`src/rtl/devtbl_enum.sv`:
```
// Device-table enumerator: reads DevID and DevMapSz/DevUseIntr per entry over pi1, assigns packed base addresses.
// Define DEVTBL_ENUM_INTRIDX_EN to add sequential interrupt-index allocation (dev_intridx_flat_o, intrcnt_o).
module devtbl_enum #(
    parameter int ARCHBITSZ = 16,
    parameter int DEVMAPCNT = 2,
    parameter bit AUTOSTART = 1'b1,
    localparam int ADDRBITSZ = ARCHBITSZ - $clog2(ARCHBITSZ/8),
    localparam int CNTW      = $clog2(DEVMAPCNT+1),
    localparam int IDXW      = (DEVMAPCNT > 1) ? $clog2(DEVMAPCNT) : 1
) (
    input  logic                           clk_i,
    input  logic                           rst_i,
    input  logic                           start_i,
    output logic                           busy_o,
    output logic                           done_o,
    output logic                           err_o,
    output logic [CNTW-1:0]                devcnt_o,
    output logic [1:0]                     m_op_o,
    output logic [ADDRBITSZ-1:0]           m_addr_o,
    input  logic [ARCHBITSZ-1:0]           m_data_i,
    input  logic                           m_rdy_i,
`ifdef DEVTBL_ENUM_INTRIDX_EN
    output logic [IDXW*DEVMAPCNT-1:0]      dev_intridx_flat_o,
    output logic [CNTW-1:0]                intrcnt_o,
`endif
    output logic [ARCHBITSZ*DEVMAPCNT-1:0] dev_id_flat_o,
    output logic [ADDRBITSZ*DEVMAPCNT-1:0] dev_base_flat_o,
    output logic [ADDRBITSZ*DEVMAPCNT-1:0] dev_mapsz_flat_o,
    output logic [DEVMAPCNT-1:0]           dev_useintr_o
);

    typedef enum logic [2:0] {
        S_IDLE, S_REQID, S_WAITID, S_REQSZ, S_WAITSZ, S_DONE
    } state_t;

    localparam logic [1:0] PINOOP = 2'd0;
    localparam logic [1:0] PIRDOP = 2'd2;
    localparam int         SZLSB  = ARCHBITSZ - ADDRBITSZ;

    state_t               state_q, state_d;
    logic [IDXW-1:0]      idx_q, idx_d;
    logic [ADDRBITSZ-1:0] acc_q, acc_d;
    logic [CNTW-1:0]      cnt_q, cnt_d;
    logic                 err_q, err_d;
    logic                 done_q, done_d;
    logic                 auto_q, auto_d;

    logic                 id_we, sz_we, zero_we, entry_end, last_idx;
    logic [ADDRBITSZ-1:0] mapsz;
    logic [ADDRBITSZ:0]   sum;

    logic [ARCHBITSZ-1:0] id_q   [DEVMAPCNT];
    logic [ADDRBITSZ-1:0] base_q [DEVMAPCNT];
    logic [ADDRBITSZ-1:0] size_q [DEVMAPCNT];
    logic [DEVMAPCNT-1:0] useintr_q;

`ifdef DEVTBL_ENUM_INTRIDX_EN
    logic [CNTW-1:0]      icnt_q, icnt_d;
    logic [IDXW-1:0]      intridx_q [DEVMAPCNT];
`else
    // Interrupt indices are not allocated in this build.
`endif

    // The size word carries a byte count; dropping the byte-offset bits yields words.
    assign mapsz    = m_data_i[ARCHBITSZ-1:SZLSB];
    assign sum      = {1'b0, acc_q} + {1'b0, mapsz};
    assign last_idx = (idx_q == IDXW'(DEVMAPCNT-1));

    // NOTE: every signal this block drives gets a default first, so no path can infer a latch.
    always_comb begin
        state_d   = state_q;
        idx_d     = idx_q;
        acc_d     = acc_q;
        cnt_d     = cnt_q;
        err_d     = err_q;
        done_d    = done_q;
        auto_d    = auto_q;
        id_we     = 1'b0;
        sz_we     = 1'b0;
        zero_we   = 1'b0;
        entry_end = 1'b0;
        m_op_o    = PINOOP;
        m_addr_o  = '0;
`ifdef DEVTBL_ENUM_INTRIDX_EN
        icnt_d    = icnt_q;
`endif
        case (state_q)
            S_IDLE: begin
                if (start_i || auto_q) begin
                    state_d = S_REQID;
                    idx_d   = '0;
                    acc_d   = '0;
                    cnt_d   = '0;
                    err_d   = 1'b0;
                    done_d  = 1'b0;
                    auto_d  = 1'b0;
`ifdef DEVTBL_ENUM_INTRIDX_EN
                    icnt_d  = '0;
`endif
                end
            end
            S_REQID: begin
                m_op_o   = PIRDOP;
                m_addr_o = ADDRBITSZ'({idx_q, 1'b0});
                if (m_rdy_i) state_d = S_WAITID;
            end
            S_WAITID: begin
                if (m_data_i == '0) begin
                    zero_we   = 1'b1;
                    entry_end = 1'b1;
                end else begin
                    id_we   = 1'b1;
                    state_d = S_REQSZ;
                end
            end
            S_REQSZ: begin
                m_op_o   = PIRDOP;
                m_addr_o = ADDRBITSZ'({idx_q, 1'b1});
                if (m_rdy_i) state_d = S_WAITSZ;
            end
            S_WAITSZ: begin
                sz_we     = 1'b1;
                entry_end = 1'b1;
                acc_d     = sum[ADDRBITSZ-1:0];
                err_d     = err_q | sum[ADDRBITSZ];
                cnt_d     = cnt_q + CNTW'(1);
`ifdef DEVTBL_ENUM_INTRIDX_EN
                if (m_data_i[0]) icnt_d = icnt_q + CNTW'(1);
`endif
            end
            S_DONE:  state_d = S_IDLE;
            default: state_d = S_IDLE;
        endcase

        if (entry_end) begin
            if (last_idx) begin
                state_d = S_DONE;
                done_d  = 1'b1;
            end else begin
                idx_d   = idx_q + IDXW'(1);
                state_d = S_REQID;
            end
        end
    end

    // NOTE: sequential state uses non-blocking assignments so every register samples pre-edge values.
    always_ff @(posedge clk_i) begin
        if (rst_i) begin
            state_q <= S_IDLE;
            idx_q   <= '0;
            acc_q   <= '0;
            cnt_q   <= '0;
            err_q   <= 1'b0;
            done_q  <= 1'b0;
            auto_q  <= AUTOSTART;
`ifdef DEVTBL_ENUM_INTRIDX_EN
            icnt_q  <= '0;
`endif
        end else begin
            state_q <= state_d;
            idx_q   <= idx_d;
            acc_q   <= acc_d;
            cnt_q   <= cnt_d;
            err_q   <= err_d;
            done_q  <= done_d;
            auto_q  <= auto_d;
`ifdef DEVTBL_ENUM_INTRIDX_EN
            icnt_q  <= icnt_d;
`endif
        end
    end

    // NOTE: the tables are reset, unlike a plain RAM, because decoders read them directly as outputs.
    always_ff @(posedge clk_i) begin
        if (rst_i) begin
            for (int i = 0; i < DEVMAPCNT; i++) begin
                id_q[i]   <= '0;
                base_q[i] <= '0;
                size_q[i] <= '0;
`ifdef DEVTBL_ENUM_INTRIDX_EN
                intridx_q[i] <= '0;
`endif
            end
            useintr_q <= '0;
        end else begin
            if (zero_we) begin
                id_q[idx_q]      <= '0;
                base_q[idx_q]    <= '0;
                size_q[idx_q]    <= '0;
                useintr_q[idx_q] <= 1'b0;
`ifdef DEVTBL_ENUM_INTRIDX_EN
                intridx_q[idx_q] <= '0;
`endif
            end
            if (id_we) id_q[idx_q] <= m_data_i;
            if (sz_we) begin
                base_q[idx_q]    <= acc_q;
                size_q[idx_q]    <= mapsz;
                useintr_q[idx_q] <= m_data_i[0];
`ifdef DEVTBL_ENUM_INTRIDX_EN
                intridx_q[idx_q] <= m_data_i[0] ? IDXW'(icnt_q) : '0;
`endif
            end
        end
    end

    assign busy_o        = (state_q != S_IDLE) && (state_q != S_DONE);
    assign done_o        = done_q;
    assign err_o         = err_q;
    assign devcnt_o      = cnt_q;
    assign dev_useintr_o = useintr_q;
`ifdef DEVTBL_ENUM_INTRIDX_EN
    assign intrcnt_o     = icnt_q;
`endif

    for (genvar g = 0; g < DEVMAPCNT; g++) begin : g_flat
        assign dev_id_flat_o[g*ARCHBITSZ +: ARCHBITSZ]    = id_q[g];
        assign dev_base_flat_o[g*ADDRBITSZ +: ADDRBITSZ]  = base_q[g];
        assign dev_mapsz_flat_o[g*ADDRBITSZ +: ADDRBITSZ] = size_q[g];
`ifdef DEVTBL_ENUM_INTRIDX_EN
        assign dev_intridx_flat_o[g*IDXW +: IDXW]         = intridx_q[g];
`endif
    end

endmodule
```
`config.mk`:
```
export PLATFORM = sky130hd
export DESIGN_NAME = devtbl_enum
export DESIGN_NICKNAME = d
export VERILOG_FILES = /design/src/rtl/devtbl_enum.sv
export SDC_FILE = /design/constraint.sdc
export NUM_CORES = 1
export LEC_CHECK = 0
export BUFFER_PORTS_ARGS = -buffer_cell sky130_fd_sc_hd__buf_2
export CAP_MARGIN = 0
export CORE_ASPECT_RATIO = 1.25
export CORE_MARGIN = 10
export CORE_UTILIZATION = 51
export DETAILED_ROUTE_END_ITERATION = 6
export PLACE_DENSITY = 0.77
export SKIP_CTS_REPAIR_TIMING = 1
export SYNTH_ARGS = -nofsm -noshare
export SYNTH_HDL_FRONTEND = slang
export SYNTH_SLANG_ARGS = --single-unit
```
`constraint.sdc`:
```
create_clock -name clk_i -period 4.2 [get_ports clk_i]
set_input_delay 1.26 -clock clk_i [delete_from_list [all_inputs] [get_ports clk_i]]
set_output_delay 1.26 -clock clk_i [all_outputs]
set_load 0.02 [all_outputs]
```
==> results.py, run 1 <==
metrics = {
    "clock_network": {
        "insertion_delay_ps": 420,
        "clk_pin_slew_ps": 60,
        "clkSinkCount": 118,
        "cts-root-buf": "clkbuf_16",
        "cts_buffer_depth": 2,
        "cts_tree": "done",
        "cts_buffers": 17,
        "ctsHtreeMaxLevel": 4,
    },
    "critical_path": {
        "critPathMaxStageDelay_ps": 380,
        "crit_fanout": 24,
        "worst-path-buf-inv": 2,
        "cp.required_ps": 4310,
        "cp_top_family": "simple AND/OR/NAND/NOR gates",
        "cp_cell_sequence": "buf_2 > nor4_1 > and4_1 > nor3b_2 > a21oi_1 > or3_1 > nand2_1 > buf_12",
        "critical_path.slowest_cell": "or3_1",
        "endpoint_kind": "flop",
        "crit_path_start_kind": "input port",
        "critical_path_class": "input port to flop",
        "worst_ep_arrival_time_ps": 3250,
    },
    "timing": {
        "post-route-min-period_ps": 3130,
        "min_period_over_period_pct": 74.6,
        "finClkSkew_ps": 6.37,
        "fin_ws_ps": 1070,
        "rsz0062_at_grt": "false",
        "fmax_mhz": 319,
        "slew_violations": 0,
        "setup_viol": 0,
        "worstMarginPinSlew_ps": 748,
        "final.setup.tns_ps": 0,
        "slew_headroom_pct": 49.8,
        "finalHoldViolCount": 0,
    },
    "synth": {
        "yosys-top-cells-area": "edfxtp_1, and2_1, dfxtp_1",
        "synth-edff-count": 92,
        "synthAdderAreaFrac_pct": 3.98,
        "synth-seq-cells": 118,
        "synth.area.mux_share_pct": 0.192,
        "synth_commonest_cells": "and2_1, edfxtp_1, dfxtp_1",
        "synth_top_family_by_area": "simple AND/OR/NAND/NOR gates",
        "yosysWarnings": 0,
        "yosysSeqAreaShare_pct": 62.9,
        "ys_types": 45,
        "synthCells": 418,
        "synthesis.area_sq_um": 5220,
        "synthSimpleGateAreaFrac_pct": 17.8,
        "yosysMostFrequentCell": "and2_1",
        "netlist.area_leader.share_pct": 52.9,
        "synth-main-ff-cell": "edfxtp_1",
        "yosys.area_share.xor_xnor_pct": 1.85,
        "ys_async_sr_fraction_pct": 0,
        "avgSynthCellArea_sq_um": 12.5,
        "synth_compound_area_share_pct": 9.57,
        "synth_top_area_cell": "edfxtp_1",
    },
    "power": {
        "power_leakage_nw": 2.87,
        "ir_drop_v": 0.000298,
        "powerDensity_nw_per_um2": 462,
    },
    "die": {
        "die_w_um": 110,
        "io_pins": 136,
        "rows": 41,
        "initial_core_util_pct": 51.9,
        "core_area_sq_um": 10100,
        "die_h_um": 133,
        "die_area_sq_um": 14700,
    },
    "finish": {
        "syn2layout_area_growth_pct": 26.2,
        "antenna_cells": 0,
        "final.fill_count": 784,
        "regArea_sq_um": 3280,
        "final_layout_size_suffix_gt1_share_pct": 30.0,
        "final_area_sq_um": 6590,
        "multi_input_area_sq_um": 1820,
        "final_nets": 586,
    },
    "job": {
        "drv_cap": 0,
    },
    "routing": {
        "viasPerCell": 5.35,
        "dr.pass1.iters": 4,
        "vias": 3700,
        "drc": 0,
        "wl_um": 13000,
        "drt_iter0_drc": 338,
        "avgRoutedWirePerCell_um": 18.7,
        "ant_nets": 0,
    },
    "placed_design": {
        "dp_slack_ps": 605,
        "hpwlAfterDp_um": 9320,
        "gp_congestion": 0.926,
        "port_buffers": 121,
        "postPlaceCellArea_sq_um": 5970,
    },
    "grt": {
        "antenna_found_initial": 0,
        "grt_max_degree": 25,
        "grt_pass1_vias": 3852,
        "grt_pass1_wl_um": 20700,
        "gr-total-overflow": 0,
        "grt_usage_pct": 17.6,
    },
    "status": {
        "status": "finished, final reports clean",
    },
    "hold_path": {
        "min_path_type": "flop to flop",
    },
}
## metal layers
| metal | up-vias | global-route usage [%] | share of wire, % |
|---|---|---|---|
| met5 | - | 0 | 0 |
| met4 | 0 | 7.32 | 2.2 |
| met3 | 27 | 5.43 | 7.3 |
| met2 | 164 | 28.2 | 49 |
| met1 | 1761 | 21.4 | 42 |
| li1 | 1748 | - | - |
## tightest hold or removal path: cells and delay by family (launching register included)
kind	cells	cell delay, ps
flops	1	310
simple gates	1	60
compound gates	1	50
## placed cells by master (no fill, tap or decap), types with 7 or more instances in the layout
cell type | netlist | final
a21oi_1 | 18 | 18
a22o_1 | 10 | 10
and2_1 | 93 | 93
buf_2 | 3 | 121
clkbuf_16 | 0 | 17
conb_1 | 1 | 14
dfxtp_1 | 26 | 26
edfxtp_1 | 92 | 92
ha_1 | 15 | 15
nand2_1 | 19 | 19
nor2_1 | 20 | 20
o21a_1 | 8 | 8
o21ai_1 | 7 | 7
xnor2_1 | 7 | 7
## path summary, 6_finish.rpt
kind / from / end / slack (ps) / cells past startpoint
hold / removal: devcnt_o[1]$_SDFFE_PP0P_ / devcnt_o[1]$_SDFFE_PP0P_ / 470 / 2
setup reg to reg: state_q[0]$_SDFFE_PP0P_ / size_q[0][9]$_SDFFCE_PN0P_ / 1800 / 5
setup / recovery: m_data_i[10] / base_q[0][11]$_SDFFCE_PN0P_ / 1070 / 8
hold reg to reg: devcnt_o[1]$_SDFFE_PP0P_ / devcnt_o[1]$_SDFFE_PP0P_ / 470 / 2
## cells by family (layout without fill, tap and decap cells)
| family | Yosys count | in the layout |
|---|---|---|
| other cells | 1 | 14 |
| flops | 118 | 118 |
| xor+xnor | 11 | 11 |
| simple gates | 164 | 164 |
| fa+ha+maj | 16 | 16 |
| compound gates | 72 | 72 |
| mux | 1 | 1 |
| buf+inv | 35 | 167 |
## flip-flops by register name (all words and copies together) (netlist names), named ones only
name / cells
size_q: 30
acc_q: 15
err_o: 1
id_q: 32
base_q: 30
devcnt_o: 2
idx_q: 1
auto_q: 1
state_q: 3
done_o: 1
## report_power, final
part	internal [W]	leakage [nW]	switching, W
logic	0.0000665	1.41	0.000165
registers	0.00130	1.16	0.0000184
clock network	0.000986	0.300	0.000509
## per-stage QoR
step	power, W	instances	hold WS [ps]	utilization (%)
3_5_place_dp	0.00157	660	465	59.4
4_1_cts	0.00305	692	476	65.5
2_1_floorplan	0.00149	431	449	-
6_report	0.00304	692	471	65.5
5_1_grt	0.00313	692	510	65.5
3_3_place_gp	0.00157	660	456	59.4
## cell type report
| type | count | area share, % |
|---|---|---|
| sequential | 118 | 49.9 |
| multi-input combinational | 278 | 27.6 |
| timing repair buffer | 129 | 10.5 |
| clock buffer | 18 | 6.52 |
| clock inverter | 14 | 2.77 |
| tap | 129 | 2.45 |
| inverter | 6 | 0.342 |
Power figures use the tool's default switching activity.
==> run 2, diff against run 1 <==
Settings changed: ABC_AREA set to 1, CORE_UTILIZATION 51 to 48, PLACE_DENSITY 0.77 to 0.76.
Clock period 4.2 ns to 2.55 ns, I/O delays scaled along.
==> run 2 against run 1 <==
Net effect:
- flip-flop and latch count unchanged
- largest cell class unchanged
- largest power group unchanged
- worst setup slack worse by 820 ps
- highest routed layer unchanged
- count of clock-buffer cells in the layout up 2
- synthesized area up 7.4%
- non-clock buffer count up 2
- clock skew up 3.8 ps
==> results.py, run 2 <==
metrics = {
    "die": {
        "rows": 44,
        "io_pins": 136,
        "die_area_sq_um": 16400,
        "die_h_um": 141,
        "initial_core_util_pct": 48.7,
        "die_w_um": 117,
        "core_area_sq_um": 11500,
    },
    "synth": {
        "yosysWarnings": 0,
        "synth-seq-cells": 118,
        "netlist.area_leader.share_pct": 49.3,
        "synthCells": 585,
        "synthesis.area_sq_um": 5610,
        "yosysMostFrequentCell": "nand2_1",
        "yosysSeqAreaShare_pct": 58.6,
        "synth_top_area_cell": "edfxtp_1",
        "synth_commonest_cells": "nand2_1, nor2_1, edfxtp_1",
        "synth-edff-count": 92,
        "synth-main-ff-cell": "edfxtp_1",
        "ys_types": 29,
        "avgSynthCellArea_sq_um": 9.58,
        "ys_async_sr_fraction_pct": 0,
        "yosys-top-cells-area": "edfxtp_1, dfxtp_1, nand2_1",
    },
    "critical_path": {
        "timing.rr.start": "acc_q[0]$_SDFFE_PP0P_",
        "r2r_setup_slack_ps": 630,
        "crit_path_start_kind": "flop",
        "endpoint_kind": "output port",
        "worst_ep_arrival_time_ps": 1540,
        "startpoint": "state_q[0]$_SDFFE_PP0P_",
        "critical_path_class": "flop to output port",
        "r2r-end": "acc_q[8]$_SDFFE_PP0P_",
        "cp.required_ps": 1790,
        "r2r_cells": 9,
        "crit_fanout": 5,
    },
    "clock_network": {
        "ctsHtreeMaxLevel": 4,
        "cts_tree": "done",
        "cts-root-buf": "clkbuf_16",
        "cts_buffer_depth": 2,
        "cts_buffers": 17,
        "clk_pin_slew_ps": 50,
        "clkSinkCount": 118,
        "insertion_delay_ps": 410,
    },
    "routing": {
        "drt_iter0_drc": 311,
        "drc": 0,
        "dr.pass1.iters": 7,
        "vias": 4376,
        "avgRoutedWirePerCell_um": 16.7,
        "wl_um": 14500,
        "viasPerCell": 5.05,
        "ant_nets": 0,
    },
    "finish": {
        "top_register": "id_q",
        "antenna_cells": 0,
        "final_cell_mix": "buf_2, nand2_1, nor2_1",
        "largest_reg_flops": 32,
        "final_nets": 752,
        "final_common_cell": "buf_2",
        "final.fill_count": 969,
        "final_layout_size_suffix_gt1_share_pct": 27.9,
        "syn2layout_area_growth_pct": 22.6,
        "top_regs": "id_q x32, base_q x30, size_q x30",
    },
    "timing": {
        "min_period_over_period_pct": 90.3,
        "setup_viol": 0,
        "slew_violations": 0,
        "fmax_mhz": 434,
        "finalHoldViolCount": 0,
        "rsz0062_at_grt": "false",
        "post-route-min-period_ps": 2300,
        "finClkSkew_ps": 10.2,
        "final.setup.tns_ps": 0,
    },
    "power": {
        "p_clk_share_pct": 46.0,
        "power_leakage_nw": 3.16,
        "p_int_w": 0.00381,
        "power_frac_seq_pct": 43.5,
        "switchingPower_w": 0.00123,
        "powerDensity_nw_per_um2": 733,
        "ir_drop_v": 0.000406,
        "p_comb_share_pct": 10.5,
        "swShare_pct": 24.4,
        "power_w": 0.00504,
    },
    "grt": {
        "grt_pass1_vias": 4540,
        "grt_usage_pct": 17.8,
        "antenna_found_initial": 0,
        "gr-total-overflow": 0,
        "grt_max_degree": 32,
        "grt_pass1_wl_um": 22600,
    },
    "placed_design": {
        "hpwlAfterDp_um": 10800,
        "gp_congestion": 0.896,
        "port_buffers": 121,
    },
    "hold_path": {
        "hp-start": "auto_q$_SDFFE_PP1P_",
        "min_path_type": "flop to flop",
        "min_to": "auto_q$_SDFFE_PP1P_",
        "holdPathStages": 2,
    },
    "status": {
        "status": "finished, final reports clean",
    },
    "job": {
        "drv_cap": 0,
    },
}
[run 2: cell types whose count changed after synthesis, sizes merged, moves of 7 or more]
cell	delta
a21oi	+14
nor2	+78
a22o	-10
clkbuf	-9
nand2	+122
o21a	-8
xnor2	-7
nand3	+22
nand4	+8
inv	+67
buf	+12
nor3	+13
and2	-93
[run 2: worst max-delay path by stage]
stage,to,cells after the start,slack [ps]
5_1_grt,m_addr_o[1],5,120
3_5_place_dp,acc_q[8]$_SDFFE_PP0P_,10,70
6_report,m_addr_o[1],5,250
2_1_floorplan,id_q[0][0]$_SDFFCE_PN0P_,4,110
4_1_cts,m_addr_o[1],5,260
3_3_place_gp,acc_q[8]$_SDFFE_PP0P_,10,120
[run 2: metrics by stage]
step | cells | cell area [sq um] | worst slack (ps) | hold WS (ps) | utilization [%]
4_1_cts | 866 | 6870 | 263 | 453 | 59.7
6_report | 866 | 6870 | 246 | 450 | 59.7
2_1_floorplan | 598 | 5660 | 111 | 420 | -
3_5_place_dp | 835 | 6300 | 71.3 | 440 | 54.8
3_3_place_gp | 835 | 6300 | 124 | 430 | 54.8
5_1_grt | 866 | 6870 | 124 | 477 | 59.7
[run 2: per-layer routing]
| metal | routed length [um] | track usage (%) |
|---|---|---|
| met1 | 5720 | 19.7 |
| met2 | 7290 | 31.2 |
| met3 | 1060 | 4.33 |
| met4 | 427 | 8.34 |
| met5 | 0 | 0 |
[run 2: cells by family after synthesis]
logic type | share of synthesized area, %
AOI/OAI and AO/OA | 4.40
DFF | 58.6
other | 0.0669
buffers and inverters | 9.29
and+or+nand+nor | 24.0
adders and majority gates | 3.71
[run 2: area by class of cell]
| type | instances | area (sq um) | area share, % |
|---|---|---|---|
| clock inverter | 11 | 134 | 1.95 |
| clock buffer | 20 | 437 | 6.35 |
| timing repair buffer | 131 | 718 | 10.4 |
| multi-input combinational | 375 | 1860 | 27.0 |
| sequential | 118 | 3280 | 47.8 |
| tap | 138 | 173 | 2.51 |
| inverter | 73 | 274 | 3.99 |
[run 2: critical path, stage by stage (launching register included)]
cell and delay [ps]:
dfxtp_1 410, inv_1 80, nor2_1 170, nand2_1 130, a21oi_1 160, buf_2 190
[run 2: power groups by stage]
stage	logic, W	registers [W]	clock network [W]
after floorplan	0.000261	0.00233	0
after global placement	0.000520	0.00223	0
after detailed placement	0.000531	0.00223	0
after CTS	0.000531	0.00219	0.00234
after global routing	0.000575	0.00220	0.00243
final	0.000527	0.00219	0.00232
